==> config.mk <==
export PLATFORM = sky130hd
export DESIGN_NAME = inert_sens_ctrl
export DESIGN_NICKNAME = d
export VERILOG_FILES = /design/src/rtl/inert_sens_ctrl.sv
export SDC_FILE = /design/constraint.sdc
export NUM_CORES = 1
export LEC_CHECK = 0
export CAP_MARGIN = 15
export CORE_MARGIN = 3
export CORE_UTILIZATION = 47
export CTS_CLUSTER_DIAMETER = 150
export DETAILED_ROUTE_END_ITERATION = 7
export HOLD_SLACK_MARGIN = 0.15
export PLACE_DENSITY = 0.75
export SYNTH_ARGS = -nofsm -noshare
export SYNTH_HDL_FRONTEND = slang
export SYNTH_SLANG_ARGS = --single-unit
export TNS_END_PERCENT = 30
==> constraint.sdc <==
create_clock -name clk -period 2.54 [get_ports clk]
set_clock_uncertainty 0.05 [all_clocks]
set_input_delay 0.254 -clock clk [delete_from_list [all_inputs] [get_ports clk]]
set_output_delay 0.254 -clock clk [all_outputs]
set_load 0.05 [all_outputs]
==> src/rtl/inert_sens_ctrl.sv <==
// -----------------------------------------------------------------------------
// inert_sens_ctrl
//   Command sequencer sitting in front of the SPI monarch. After reset it waits
//   for the inertial sensor to power up and writes four configuration
//   registers. It then services the sensor's data-ready interrupt by reading
//   pitch rate and Z acceleration (low byte, then high byte) and publishing
//   both 16-bit words together with a one-cycle vld pulse.
//
// Ports
//   clk      in   system clock
//   rst      in   asynchronous active-high reset
//   INT      in   sensor data-ready interrupt (async, level, active high)
//   done     in   SPI monarch transaction complete (level, held until next snd)
//   resp     in   SPI monarch response, only [7:0] carries data
//   snd      out  one-cycle SPI transaction request
//   cmd      out  SPI command word, stable from snd until done rises
//   ptch_rt  out  signed pitch rate {high, low}
//   az       out  signed Z acceleration {high, low}
//   vld      out  one-cycle pulse, ptch_rt/az updated this cycle
// -----------------------------------------------------------------------------
module inert_sens_ctrl #(
    parameter int PWR_W = 16
) (
    input  logic        clk,
    input  logic        rst,
    input  logic        INT,
    input  logic        done,
    input  logic [15:0] resp,
    output logic        snd,
    output logic [15:0] cmd,
    output logic [15:0] ptch_rt,
    output logic [15:0] az,
    output logic        vld
);

    typedef enum logic [3:0] {
        PWR, CFG0, CFG1, CFG2, CFG3, IDLE, RPL, RPH, RAL, RAH, PUB
    } state_t;

    state_t            r_state, w_state_nxt;
    logic              r_wait, w_wait_nxt;   // 0: ISSUE phase, 1: WAIT phase
    logic [PWR_W-1:0]  r_timer;
    logic              r_int_ff1, r_int_s;
    logic              r_done_ff;
    logic              w_done_rise;
    logic [7:0]        r_ptch_l, r_ptch_h, r_az_l, r_az_h;
    logic [15:0]       r_ptch_rt, r_az;
    logic              r_vld;
    logic              w_unused;

    // done is still high from the previous transaction when the next snd goes
    // out, so only its rising edge marks completion.
    assign w_done_rise = done & ~r_done_ff;
    assign w_unused    = &{1'b0, resp[15:8]};

    // ---------------- state register ----------------
    always_ff @(posedge clk or posedge rst) begin
        if (rst) begin
            r_state <= PWR;
            r_wait  <= 1'b0;
        end else begin
            r_state <= w_state_nxt;
            r_wait  <= w_wait_nxt;
        end
    end

    // ---------------- next-state logic ----------------
    always_comb begin
        w_state_nxt = r_state;
        w_wait_nxt  = r_wait;
        case (r_state)
            PWR: begin
                if (&r_timer) begin
                    w_state_nxt = CFG0;
                    w_wait_nxt  = 1'b0;
                end
            end
            IDLE: begin
                if (r_int_s) begin
                    w_state_nxt = RPL;
                    w_wait_nxt  = 1'b0;
                end
            end
            PUB: begin
                w_state_nxt = IDLE;
                w_wait_nxt  = 1'b0;
            end
            CFG0, CFG1, CFG2, CFG3, RPL, RPH, RAL, RAH: begin
                if (!r_wait) begin
                    w_wait_nxt = 1'b1;
                end else if (w_done_rise) begin
                    w_wait_nxt = 1'b0;
                    case (r_state)
                        CFG0:    w_state_nxt = CFG1;
                        CFG1:    w_state_nxt = CFG2;
                        CFG2:    w_state_nxt = CFG3;
                        CFG3:    w_state_nxt = IDLE;
                        RPL:     w_state_nxt = RPH;
                        RPH:     w_state_nxt = RAL;
                        RAL:     w_state_nxt = RAH;
                        RAH:     w_state_nxt = PUB;
                        default: w_state_nxt = PWR;
                    endcase
                end
            end
            // unused encodings recover through a full power-up
            default: begin
                w_state_nxt = PWR;
                w_wait_nxt  = 1'b0;
            end
        endcase
    end

    // ---------------- output logic ----------------
    // cmd is decoded from the state, so it holds through WAIT until the
    // state advances on the done edge.
    always_comb begin
        snd = 1'b0;
        cmd = 16'h0000;
        case (r_state)
            CFG0:    cmd = 16'h0D02;
            CFG1:    cmd = 16'h1053;
            CFG2:    cmd = 16'h1150;
            CFG3:    cmd = 16'h1460;
            RPL:     cmd = 16'hA200;
            RPH:     cmd = 16'hA300;
            RAL:     cmd = 16'hAC00;
            RAH:     cmd = 16'hAD00;
            default: cmd = 16'h0000;
        endcase
        snd = (cmd != 16'h0000) && !r_wait;
    end

    // ---------------- datapath ----------------
    always_ff @(posedge clk or posedge rst) begin
        if (rst) begin
            r_int_ff1 <= 1'b0;
            r_int_s   <= 1'b0;
            r_done_ff <= 1'b0;
            r_timer   <= '0;
            r_ptch_l  <= 8'h00;
            r_ptch_h  <= 8'h00;
            r_az_l    <= 8'h00;
            r_az_h    <= 8'h00;
            r_ptch_rt <= 16'h0000;
            r_az      <= 16'h0000;
            r_vld     <= 1'b0;
        end else begin
            r_int_ff1 <= INT;
            r_int_s   <= r_int_ff1;
            r_done_ff <= done;
            r_vld     <= 1'b0;
            // timer saturates at all-ones and is frozen once PWR is left
            if (r_state == PWR && !(&r_timer))
                r_timer <= r_timer + 1'b1;
            if (r_wait && w_done_rise) begin
                case (r_state)
                    RPL:     r_ptch_l <= resp[7:0];
                    RPH:     r_ptch_h <= resp[7:0];
                    RAL:     r_az_l   <= resp[7:0];
                    RAH:     r_az_h   <= resp[7:0];
                    default: ;
                endcase
            end
            // both words change together so no mixed old/new bytes are seen
            if (r_state == PUB) begin
                r_ptch_rt <= {r_ptch_h, r_ptch_l};
                r_az      <= {r_az_h, r_az_l};
                r_vld     <= 1'b1;
            end
        end
    end

    assign ptch_rt = r_ptch_rt;
    assign az      = r_az;
    assign vld     = r_vld;

endmodule

* After elaboration in Yosys (flattened, before gate mapping)
Memory sizes are Yosys's and may differ from the RTL's.
Cells that the tools add are included.
** Cells by class
- Bitwise logic cells :: 2
- Equal/unequal tests :: 14
- Reduce and logical (&&, ||, !) cells :: 15
- Multiplexer cells :: 11
- $add $sub $neg :: 1
** Operator list (number)
- $add A16 B1 Y16 const B :: 1
- $eq A4 B3 Y1 const B :: 4
- $mux W4 :: 4
- $pmux W4 S4 :: 1
- $reduce_and A16 Y1 :: 1
- $reduce_bool A16 Y1 :: 1
- $eq A4 B4 Y1 const B :: 3
- $reduce_and A2 Y1 :: 5
- $eq A4 B2 Y1 const B :: 2
- $reduce_or A8 Y1 :: 1
- $ne A2 B2 Y1 const B :: 3
- $mux W1 :: 5
- $eq A4 B1 Y1 const B :: 1
- $logic_not A4 Y1 :: 1
- $reduce_and A4 Y1 :: 1
- $logic_and A1 B1 Y1 :: 3
- $pmux W1 S3 :: 1
- $logic_not A1 Y1 :: 2
- $ne A2 B1 Y1 const B :: 1
- $and A1 B1 Y1 :: 1
- $not A1 Y1 :: 1
** Storage, ports and cells
- ROM bits :: 256
- Output and inout bits :: 50
- Input bits :: 20
- Memories :: 2
- Register bits after elaboration :: 89
- Word-level logic and storage cells :: 58
** Memories
- (name not given) :: words 16, width 12, rd ports 1, clocked after Yosys merged registers in 0, wr ports 0, line 120 : case (r_state)
- (name not given) :: words 16, width 4, rd ports 1, clocked after Yosys merged registers in 0, wr ports 0, line 93 : case (r_state)

* Logic depth before layout (Yosys ltp)
- Word-level depth :: 5
- Gate-level depth with buffers :: 7
- Gate-level depth less buffers :: 6

* Worst setup path before layout
No wires, ideal clock.
- Path type :: reg-to-output
- Start :: register r_state[2]
- End :: output cmd[12]
- Path buffers :: 3
- Path slack :: -293 ps
- Stages on the path, launching flop included :: 6
- Arrival :: 2529 ps
- Cells stage by stage :: dfrtp_1 -> buf_2 -> buf_1 -> nor3_1 -> or2_2 -> buf_4
** Between the ends
- Word-level cells in the longest chain between the ends :: 1
** RTL lines
- start, declared :: line 40 : state_t r_state, w_state_nxt;
- start signal, assigned :: line 62 : r_state <= w_state_nxt;
- $mem_v2 Z16 W12
- end, declared :: line 30 : output logic [15:0] cmd,
No other way between the ends.

* Final worst setup path
- Start :: register r_state[1]
- End :: output snd
** Between the ends
- Word-level cells in the longest chain between the ends :: 3
** RTL lines
- $mem_v2 Z16 W12
- $reduce_bool A16 Y1 :: line 131 : snd = (cmd != 16'h0000) && !r_wait;
- $logic_and A1 B1 Y1 :: line 131
- end, declared :: line 29 : output logic snd,
No other way between the ends.

==> results.toml <==
[status]
status = "finished clean"

[place]
dp.cells = 451
dpl-instance-area_mm2 = 0.004591
gp_congestion = 0.8316
post-place-ws_ns = 0.2205
port_buffers = 57
dp_hpwl_um = 5113

[grt]
grt_max_degree = 39
grt_use_total = 0.1636
grt_overflow = 0
grt_pass1_wl_um = 12460
antenna_found_initial = 0
grt_pass1_vias = 2508

[worst_setup_path]
required_ns = 2.24
critPathMaxFanout = 6
crit_type = "reg2out"
crit_path_end_kind = "output port"
arrival_ns = 2.09
crit_path_start_kind = "register"

[clock_tree]
cts_buffers = 9
clkLatencyLatePin_ns = 0.35
cts_htree_levels = 3
cts.sinks = 89
clkSlewWorstSetupHoldPaths_ns = 0.09
cts_tree = "done"
cts_root_buf = "clkbuf_8"
postCtsSetupBuffers = 0
clk_path_buf_depth = 2

[timing]
layout_setup_ws_ns = 0.1440
fin_setup_tns_ns = 0
period_share = 0.9433
maxSlewHeadroom = 0.5647
fmax_ghz = 0.4174
final_max_slew_viol_count = 0
grt_setup_unrepaired = "no"
worst_pin_slew_ns = 0.6516
hold-worst-slack_ns = 0.2861
min_period_ns = 2.396
setup_viol = 0
hold_violations = 0

[floorplan]
boundaryPins = 70
die_width_um = 97.27
die_area_mm2 = 0.009460
start_util = 0.4964
fp-row-count = 32
core_area_mm2 = 0.007888
die_h_um = 97.27

[drt]
vias = 2457
drc = 0
wl_per_cell_um = 15.46
wl_um = 7219
drtAntennaViolNets = 0
drt_pass1_iterations = 4
drt-vias-per-instance = 5.261
drt-initial-drc-count = 96

[synth]
yosysMostFrequentCell = "dfrtp_1"
synthTopCellsByArea = "dfrtp_1 (57%), mux2_2 (20%), xor2_1 (2.9%), ha_1 (2.2%), nand2_1 (1.5%)"
synth_flop_cell = "dfrtp_1"
syn-instance-count = 297
synth_edf_count = 0
netlist_area_mm2 = 0.003915
synth_cell_types = 47
async_flop_share = 1.000
syn_avg_cell_area_um2 = 13.18
ys_seq_area_frac = 0.5689
ys_top_cells_by_count = "dfrtp_1 (89), mux2_2 (69), nand2_1 (16)"
yosysWarnings = 0
synth_top_area_cell = "dfrtp_1"
ys_seq_elements = 89
synth_top_area_share = 0.5689

[final_layout]
fillers = 652
drive_gt1_frac = 0.3123
n_antenna_cell = 0
final_area_mm2 = 0.004806
areaGrowthSynthToFinish_pct = 22.75
final_net_count = 387
fin_util = 0.6093
stdcell_count = 467

[power]
total_power_mw = 4.808
peakVddDrop_v = 0.0005178
power.density_mw_per_mm2 = 1000
leakage_nw = 2.385

[hold_path]
min_path_type = "in2async"

[job]
maxCapViolCount = 0
-- routing by layer --
| layer | vias up | part of all wire | global-route usage |
|---|---|---|---|
| li1 | 1161 | - | - |
| met1 | 1233 | 0.43 | 0.2126 |
| met2 | 55 | 0.50 | 0.2627 |
| met3 | 8 | 0.051 | 0.04235 |
| met4 | 0 | 0.016 | 0.06603 |
| met5 | - | 0 | 0 |
-- repair_timing --
action | in CTS | in global routing
hold buffers | 0 | 0
gates resized for setup | 0 | 3
hold endpoints to repair | 0 | 0
setup endpoints to repair | 0 | 4
-- worst paths after layout --
path,startpoint,to,slack [ns],cells past startpoint
setup reg to reg,r_state[0],r_timer[14],0.21,6
setup / recovery,r_state[1],snd,0.14,8
min in group clk,INT,r_int_ff1,0.29,1
max in group asynchronous,rst,r_state[2],1.42,3
hold / removal,rst,r_ptch_h[6],0.29,2
hold reg to reg,r_int_ff1,r_int_s,0.31,0
-- critical path: stages (launching register included) --
cell and delay [ns]:
dfrtp_1 0.35, inv_1 0.06, buf_4 0.15, ha_1 0.26, nand2b_1 0.10, a21o_1 0.13, nand2_1 0.07, o41a_1 0.43
buf_4 0.20
-- layout make-up --
cell class,instances,area (µm²),area share
Inverter,10,41.29,0.008592
Timing Repair Buffer,67,635.6,0.1323
Multi-Input combinational cell,183,1562,0.3249
Tap cell,102,127.6,0.02656
Clock inverter,6,72.57,0.01510
Sequential cell,89,2230,0.4639
Clock buffer,10,137.6,0.02864
-- placed cells by master, fill, tap and decap left out, types with 3 or more instances in the layout --
| master | count |
|---|---|
| a21oi_1 | 4 |
| and2_1 | 3 |
| buf_4 | 19 |
| clkbuf_8 | 10 |
| clkdlybuf4s50_1 | 46 |
| conb_1 | 4 |
| dfrtp_1 | 87 |
| ha_1 | 7 |
| inv_1 | 9 |
| mux2_2 | 69 |
| nand2_1 | 16 |
| nand2b_1 | 3 |
| nand3_1 | 4 |
| nand4_1 | 3 |
| nor2_1 | 9 |
| nor3_1 | 6 |
| nor4_1 | 4 |
| nor4b_1 | 4 |
| xor2_1 | 13 |
-- state kept, by name, summed over array words and instances (netlist names), 4 cells and up --
register and count:
az 16, ptch_rt 16, r_timer 16, r_az_h 8, r_az_l 8, r_ptch_h 8
r_ptch_l 8, r_state 4
-- cells by family (layout without fill, tap and decap cells) --
logic type               Yosys count  after routing  share of synthesized area
AO/OA/AOI/OAI                     16             16                    0.02813
XOR/XNOR                          15             15                    0.03356
adder cells (fa/ha/maj)            7              7                    0.02237
buffers and inverters             28             93                    0.03643
flip-flops                        89             89                     0.5689
multiplexers                      71             71                     0.2036
other                              1              4                  0.0009579
AND/OR/NAND/NOR                   70             70                     0.1061
-- power by group --
group | switching (mW) | leakage (nW) | internal, mW
Combinational | 1.19 | 1.07 | 0.775
Sequential | 0.201 | 1.21 | 1.65
Clock | 0.499 | 0.103 | 0.492
Power figures use the tool's default switching activity.
